[src/rtl/switch_debounce.sv]
// Switch/button input conditioning for the LED blinker: two-flop sync,
// counter-based debounce per channel, edge pulses and a button-driven
// enable toggle. All channels share one lane module.

module debounce_chan #(
    parameter int DEBOUNCE_CYCLES = 250_000
) (
    input  logic clock,
    input  logic reset,
    input  logic raw,
    output logic st,
    output logic rise,
    output logic fall
);
    localparam int CNT_W = (DEBOUNCE_CYCLES > 1) ? $clog2(DEBOUNCE_CYCLES) : 1;
    localparam logic [CNT_W-1:0] CNT_MAX = CNT_W'(DEBOUNCE_CYCLES - 1);

    logic             s1;
    logic             s2;
    logic [CNT_W-1:0] cnt;

    // Two-flop synchroniser; only s2 is trusted downstream.
    always_ff @(posedge clock) begin
        if (reset) begin
            s1 <= 1'b0;
            s2 <= 1'b0;
        end else begin
            s1 <= raw;
            s2 <= s1;
        end
    end

    // Count consecutive disagreeing cycles; any agreement restarts the count.
    // Pulses are registered alongside the st flip so they line up with it.
    always_ff @(posedge clock) begin
        if (reset) begin
            cnt  <= '0;
            st   <= 1'b0;
            rise <= 1'b0;
            fall <= 1'b0;
        end else begin
            rise <= 1'b0;
            fall <= 1'b0;
            if (s2 == st) begin
                cnt <= '0;
            end else if (cnt != CNT_MAX) begin
                cnt <= cnt + 1'b1;
            end else begin
                st   <= s2;
                cnt  <= '0;
                rise <= s2;
                fall <= ~s2;
            end
        end
    end
endmodule

module switch_debounce #(
    parameter int   NUM_SW          = 2,
    parameter int   DEBOUNCE_CYCLES = 250_000,
    parameter logic ENABLE_INIT     = 1'b1
) (
    input  logic              clock,
    input  logic              reset,
    input  logic [NUM_SW-1:0] sw_raw,
    input  logic              btn_raw,
    output logic [NUM_SW-1:0] sw_clean,
    output logic [NUM_SW-1:0] sw_rise,
    output logic [NUM_SW-1:0] sw_fall,
    output logic              btn_press,
    output logic              enable
);
    // Lane NUM_SW is the push button; lanes below it are the slide switches.
    logic [NUM_SW:0] chan_raw;
    logic [NUM_SW:0] chan_st;
    logic [NUM_SW:0] chan_rise;
    logic [NUM_SW:0] chan_fall;

    assign chan_raw = {btn_raw, sw_raw};

    generate
        for (genvar i = 0; i <= NUM_SW; i++) begin : g_chan
            debounce_chan #(
                .DEBOUNCE_CYCLES(DEBOUNCE_CYCLES)
            ) u_chan (
                .clock (clock),
                .reset (reset),
                .raw   (chan_raw[i]),
                .st    (chan_st[i]),
                .rise  (chan_rise[i]),
                .fall  (chan_fall[i])
            );
        end
    endgenerate

    assign sw_clean  = chan_st[NUM_SW-1:0];
    assign sw_rise   = chan_rise[NUM_SW-1:0];
    assign sw_fall   = chan_fall[NUM_SW-1:0];
    assign btn_press = chan_rise[NUM_SW];

    // Button level and release edge have no consumer.
    logic unused_btn;
    assign unused_btn = chan_st[NUM_SW] ^ chan_fall[NUM_SW];

    // One toggle per clean press, landing the cycle after the press pulse.
    always_ff @(posedge clock) begin
        if (reset)          enable <= ENABLE_INIT;
        else if (btn_press) enable <= ~enable;
    end
endmodule

[config.mk]
export PLATFORM = sky130hd
export DESIGN_NAME = switch_debounce
export DESIGN_NICKNAME = d
export VERILOG_FILES = /design/src/rtl/switch_debounce.sv
export SDC_FILE = /design/constraint.sdc
export NUM_CORES = 1
export LEC_CHECK = 0
export CAP_MARGIN = 40
export CORE_UTILIZATION = 59
export CTS_CLUSTER_SIZE = 16
export DETAILED_ROUTE_END_ITERATION = 6
export PLACE_DENSITY_LB_ADDON = 0.1
export SYNTH_ARGS = -nofsm -noshare
export SYNTH_HDL_FRONTEND = slang
export SYNTH_HIERARCHICAL = 1
export SYNTH_SLANG_ARGS = --single-unit
[constraint.sdc]
create_clock -name clock -period 1.7 [get_ports clock]
set_input_delay 0.425 -clock clock [delete_from_list [all_inputs] [get_ports clock]]
set_output_delay 0.425 -clock clock [all_outputs]
set_load 0.03 [all_outputs]
* After elaboration in Yosys (flattened, before gate mapping)
Cells that the tools add are included.
Widths: inputs -> output; s select.
** Storage, ports and cells
- Register bits after elaboration :: 69
- Output and inout port bits :: 8
- Logic and storage cells :: 45
** Cells by class
- $add $sub $neg :: 3
- Equal/unequal tests :: 6
- Bitwise gates (word level) :: 9
- Reduce and logical (&&, ||, !) cells :: 9
** Operators by type and width (number)
- $add 18x1->18 const B :: 3
- $ne 18x18->1 const B :: 3
- $reduce_or 3->1 :: 6
- $not 1->1 :: 9
- $reduce_and 2->1 :: 3
- $eq 1x1->1 :: 3

* Depth between registers and ports, before layout
- Depth in word-level cells :: 3
- Mapped depth :: 6
- Mapped depth without buffers :: 5

* Hierarchy
The synthesis kept the hierarchy.
** Modules (own cells, without submodules)
- debounce_chan :: instances 3, cells each 109, area an instance 994.7 sq um, sequential area each 460.4 sq um
- switch_debounce :: instances 1, cells each 7, area an instance 65.1 sq um, sequential area each 20.0 sq um

* Least setup slack after synthesis
Ideal clock, no wire load.
- Path type :: register to register
- Start :: reg g_chan[0].u_chan.cnt[6]
- End :: reg g_chan[0].u_chan.cnt[16]
- Arrival :: 1.425 ns
- Data required time :: 1.585 ns
- Setup slack :: 0.160 ns
- Stages on the path, launching flop included :: 7
- Clock period less this slack :: 1.540 ns
- Cell sequence :: dfxtp_1 -> clkbuf_1 -> nor4b_1 -> nand4_1 -> o21ai_2 -> buf_4 -> nor2_1
** On the way
- Word-level cells in the longest chain between the ends :: 3
** RTL lines
- start: declaration :: RTL line 20 : logic [CNT_W-1:0] cnt;
- start signal: assignment :: RTL line 47 : cnt <= cnt + 1'b1;
- branches (longest 3 deep; another with $add 18x1->18)
Several ways; the timed one is not identified.
A chain may end at the register's enable or synchronous reset.

* Final worst setup path
- Start :: reg g_chan[2].u_chan.cnt[11]
- End :: reg g_chan[2].u_chan.cnt[17]
** On the way
- Word-level cells in the longest chain between the ends :: 3
** RTL lines (RTL line)
- start: declaration :: 20
- start signal: assignment :: 47
- branches (longest 3 deep; another with $add 18x1->18)
Several ways; the timed one is not identified.

==> reports/metrics.csv <==
stage;metric;value;unit
sta;Slew Viols, Final;0;
place;post-DP HPWL;4.40;mm
run;max-cap viol count;0;
pwr;Leak;0.00130;uW
routing;drt drc;0;
worst_setup_path;CP Capture Type;flip-flop;
pwr;Pwr Density;815;nW/um2
worst_hold_path;worst min path class;flip-flop to flip-flop;
clock_tree;CTS sink cnt;69;
grt;GRT overflow;0;
final_layout;fillers;357;
routing;average wire per cell in the routed design;13.4;um
clock_tree;CTS Buf Count;9;
routing;vias per cell;5.41;
clock_tree;CTS tree;done;
worst_setup_path;Critical Path, Cell by Cell;nor4b_1 > buf_4 > nand4_1 > o21ai_2 > buf_12 > a21oi_1;
clock_tree;post-CTS setup buffer count;0;
sta;Fmax;617;MHz
clock_tree;Clock Latency Late Sink;0.33;ns
synthesis;Synth Warn #;6;
pwr;Clock Power Share;0.455;
clock_tree;clk root buf;clkbuf_8;
floorplanning;row cnt;25;
worst_setup_path;crit path DAT;1.83;ns
pwr;sw power;595;uW
synthesis;Avg Cell Area, Syn;9.11;um2
worst_setup_path;crit path from;g_chan[2].u_chan/cnt[11]$_SDFF_PP0_;
pwr;Internal Power;2490;uW
place;Post-Place Cells;450;
final_layout;area grow syn2layout;25.3;%
final_layout;layout cell share with drive strength beyond 1;0.206;
worst_setup_path;Critical Path RT;1.91;ns
final_layout;number of inserted diodes;0;
pwr;Switching Share;0.193;
grt;antenna violations before repair;0;
worst_setup_path;critical path depth;6;
worst_setup_path;R2R setup slack;0.08;ns
floorplanning;Die Wd;73.6;um
floorplanning;Die ar.;5420;um2
floorplanning;Starting Density;0.628;
place;Final Wtd Congestion;0.836;
sta;minimum clock period;1.62;ns
worst_setup_path;FF-to-FF path depth;6;
worst_setup_path;Setup CP Type;flip-flop to flip-flop;
final_layout;post-layout net count;402;
sta;# setup viols final;0;
grt;largest net degree at the start of global routing;18;
clock_tree;Max Buffers Root-to-Sink;2;
synthesis;syn_nets;340;
grt;global-route usage over all layers;0.249;
floorplanning;Die Height;73.6;um
pwr;Reg power frac;0.527;
floorplanning;IO Pins;13;
floorplanning;core area;4820;um2
final_layout;Finished Layout Cells;466;
worst_setup_path;CP endpoint;g_chan[2].u_chan/cnt[17]$_SDFF_PP0_;
worst_setup_path;delay-heaviest family, CP;simple AND/OR/NAND/NOR gates;
routing;via count;2523;
sta;Max Clock Skew;0.00908;ns
worst_setup_path;Crit-path slowest cell;nor4b_1;
sta;final hold violation count;0;
sta;Worst Tran Pin Value;0.490;ns
clock_tree;clock slew at reported path FFs;0.07;ns
pwr;Comb power frac;0.018;
worst_setup_path;WP buf/inv;2;
synthesis;Netlist Area Pre-Place;3020;um2
clock_tree;hold-fix buffers at CTS;0;
place;count of buffers from port buffering;12;
grt;vias in the first global route;2338;
status;status;completed;
sta;setup TNS;0;ns
routing;Routed Wire Length;6.24;mm
routing;number of detailed-route iterations in the first pass;4;
worst_setup_path;Crit Reg-Reg Startpoint;g_chan[2].u_chan/cnt[11]$_SDFF_PP0_;
synthesis;cell count after synthesis;332;
pwr;Peak supply drop;0.775;mV
worst_setup_path;crit start category;flip-flop;
final_layout;final core utilization;0.787;
sta;period utilization;0.954;
worst_setup_path;Crit Path Max Fanout;17;
worst_setup_path;max incr delay on CP;0.44;ns
sta;Max transition margin;0.669;
routing;initial drt markers;161;
routing;ANT nets after route;0;
grt;first-pass GRT wire length;10.2;mm
clock_tree;CTS H-tree depth;3;
worst_setup_path;worst reg2reg endpoint;g_chan[2].u_chan/cnt[17]$_SDFF_PP0_;
-- worst register-to-register path: stages, from the launching register on --
cell	delay (ns)
dfxtp_1	0.31
nor4b_1	0.44
buf_4	0.19
nand4_1	0.14
o21ai_2	0.21
buf_12	0.16
a21oi_1	0.05
-- worst min-delay path by stage --
| stage | cells after the start | from | to |
|---|---|---|---|
| 2_1_floorplan | 1 | g_chan[0].u_chan/s1$_SDFF_PP0_ | g_chan[0].u_chan/s2$_SDFF_PP0_ |
| 3_3_place_gp | 1 | g_chan[2].u_chan/s1$_SDFF_PP0_ | g_chan[2].u_chan/s2$_SDFF_PP0_ |
| 3_5_place_dp | 1 | g_chan[2].u_chan/s1$_SDFF_PP0_ | g_chan[2].u_chan/s2$_SDFF_PP0_ |
| 4_1_cts | 1 | g_chan[2].u_chan/s1$_SDFF_PP0_ | g_chan[2].u_chan/s2$_SDFF_PP0_ |
| 5_1_grt | 1 | g_chan[2].u_chan/s1$_SDFF_PP0_ | g_chan[2].u_chan/s2$_SDFF_PP0_ |
| 6_report | 1 | g_chan[2].u_chan/s1$_SDFF_PP0_ | g_chan[2].u_chan/s2$_SDFF_PP0_ |
-- state kept, by name, summed over array words and instances (netlist names) --
register            count
g_chan.u_chan/s2        3
g_chan.u_chan/fall      2
g_chan.u_chan/cnt      54
g_chan.u_chan/s1        3
g_chan.u_chan/st        3
g_chan.u_chan/rise      3
enable                  1
-- power by group through the flow --
stage | logic, uW | clock network (uW) | registers (uW)
after CTS | 55.0 | 1440 | 1630
after detailed placement | 54.2 | 0 | 1670
after global routing | 59.6 | 1500 | 1630
final | 55.2 | 1410 | 1630
after floorplan | 20.4 | 0 | 1670
after global placement | 53.1 | 0 | 1670
-- timing repair --
action | CTS | global route
endpoints found under the setup margin | 8 | 10
cloned | 0 | 0
gates resized for setup | 8 | 6
pin swaps | 0 | 0
-- per-stage QoR --
| stage | worst slack [ns] | hold slack (ns) | instance area [um2] | power [uW] |
|---|---|---|---|---|
| final | 0.0782 | 0.439 | 3790 | 3090 |
| after global routing | -0.00268 | 0.458 | 3790 | 3190 |
| after CTS | 0.0428 | 0.445 | 3770 | 3120 |
| after detailed placement | 0.0117 | 0.429 | 3560 | 1720 |
| after global placement | 0.0479 | 0.419 | 3560 | 1720 |
| after floorplan | 0.160 | 0.414 | 3020 | 1690 |
-- layout make-up --
type / count / area, um2 / share of cell area
flip-flops and latches: 69 / 1390 / 0.365
multi-input cells: 241 / 1550 / 0.409
clock buffers: 14 / 183 / 0.0482
inverters: 12 / 45.0 / 0.0119
clock inverters: 2 / 38.8 / 0.0102
well taps: 67 / 83.8 / 0.0221
repair buffers: 61 / 503 / 0.133
-- routing by layer --
metal | share of wire | global-route usage
met1 | 0.48 | 0.327
met2 | 0.47 | 0.386
met3 | 0.035 | 0.0480
met4 | 0.016 | 0.137
met5 | 0 | 0
-- cell usage in the layout (no fill, tap or decap), types with 9 or more instances in the layout --
cell type	n
a21oi_1	9
buf_4	47
clkbuf_8	13
dfxtp_1	66
inv_1	12
nand3_1	15
nand4_1	15
nor2_1	54
nor2b_1	9
nor3_1	17
nor4_1	18
xnor2_1	43
Note: power is estimated with default switching activity, not from simulation.
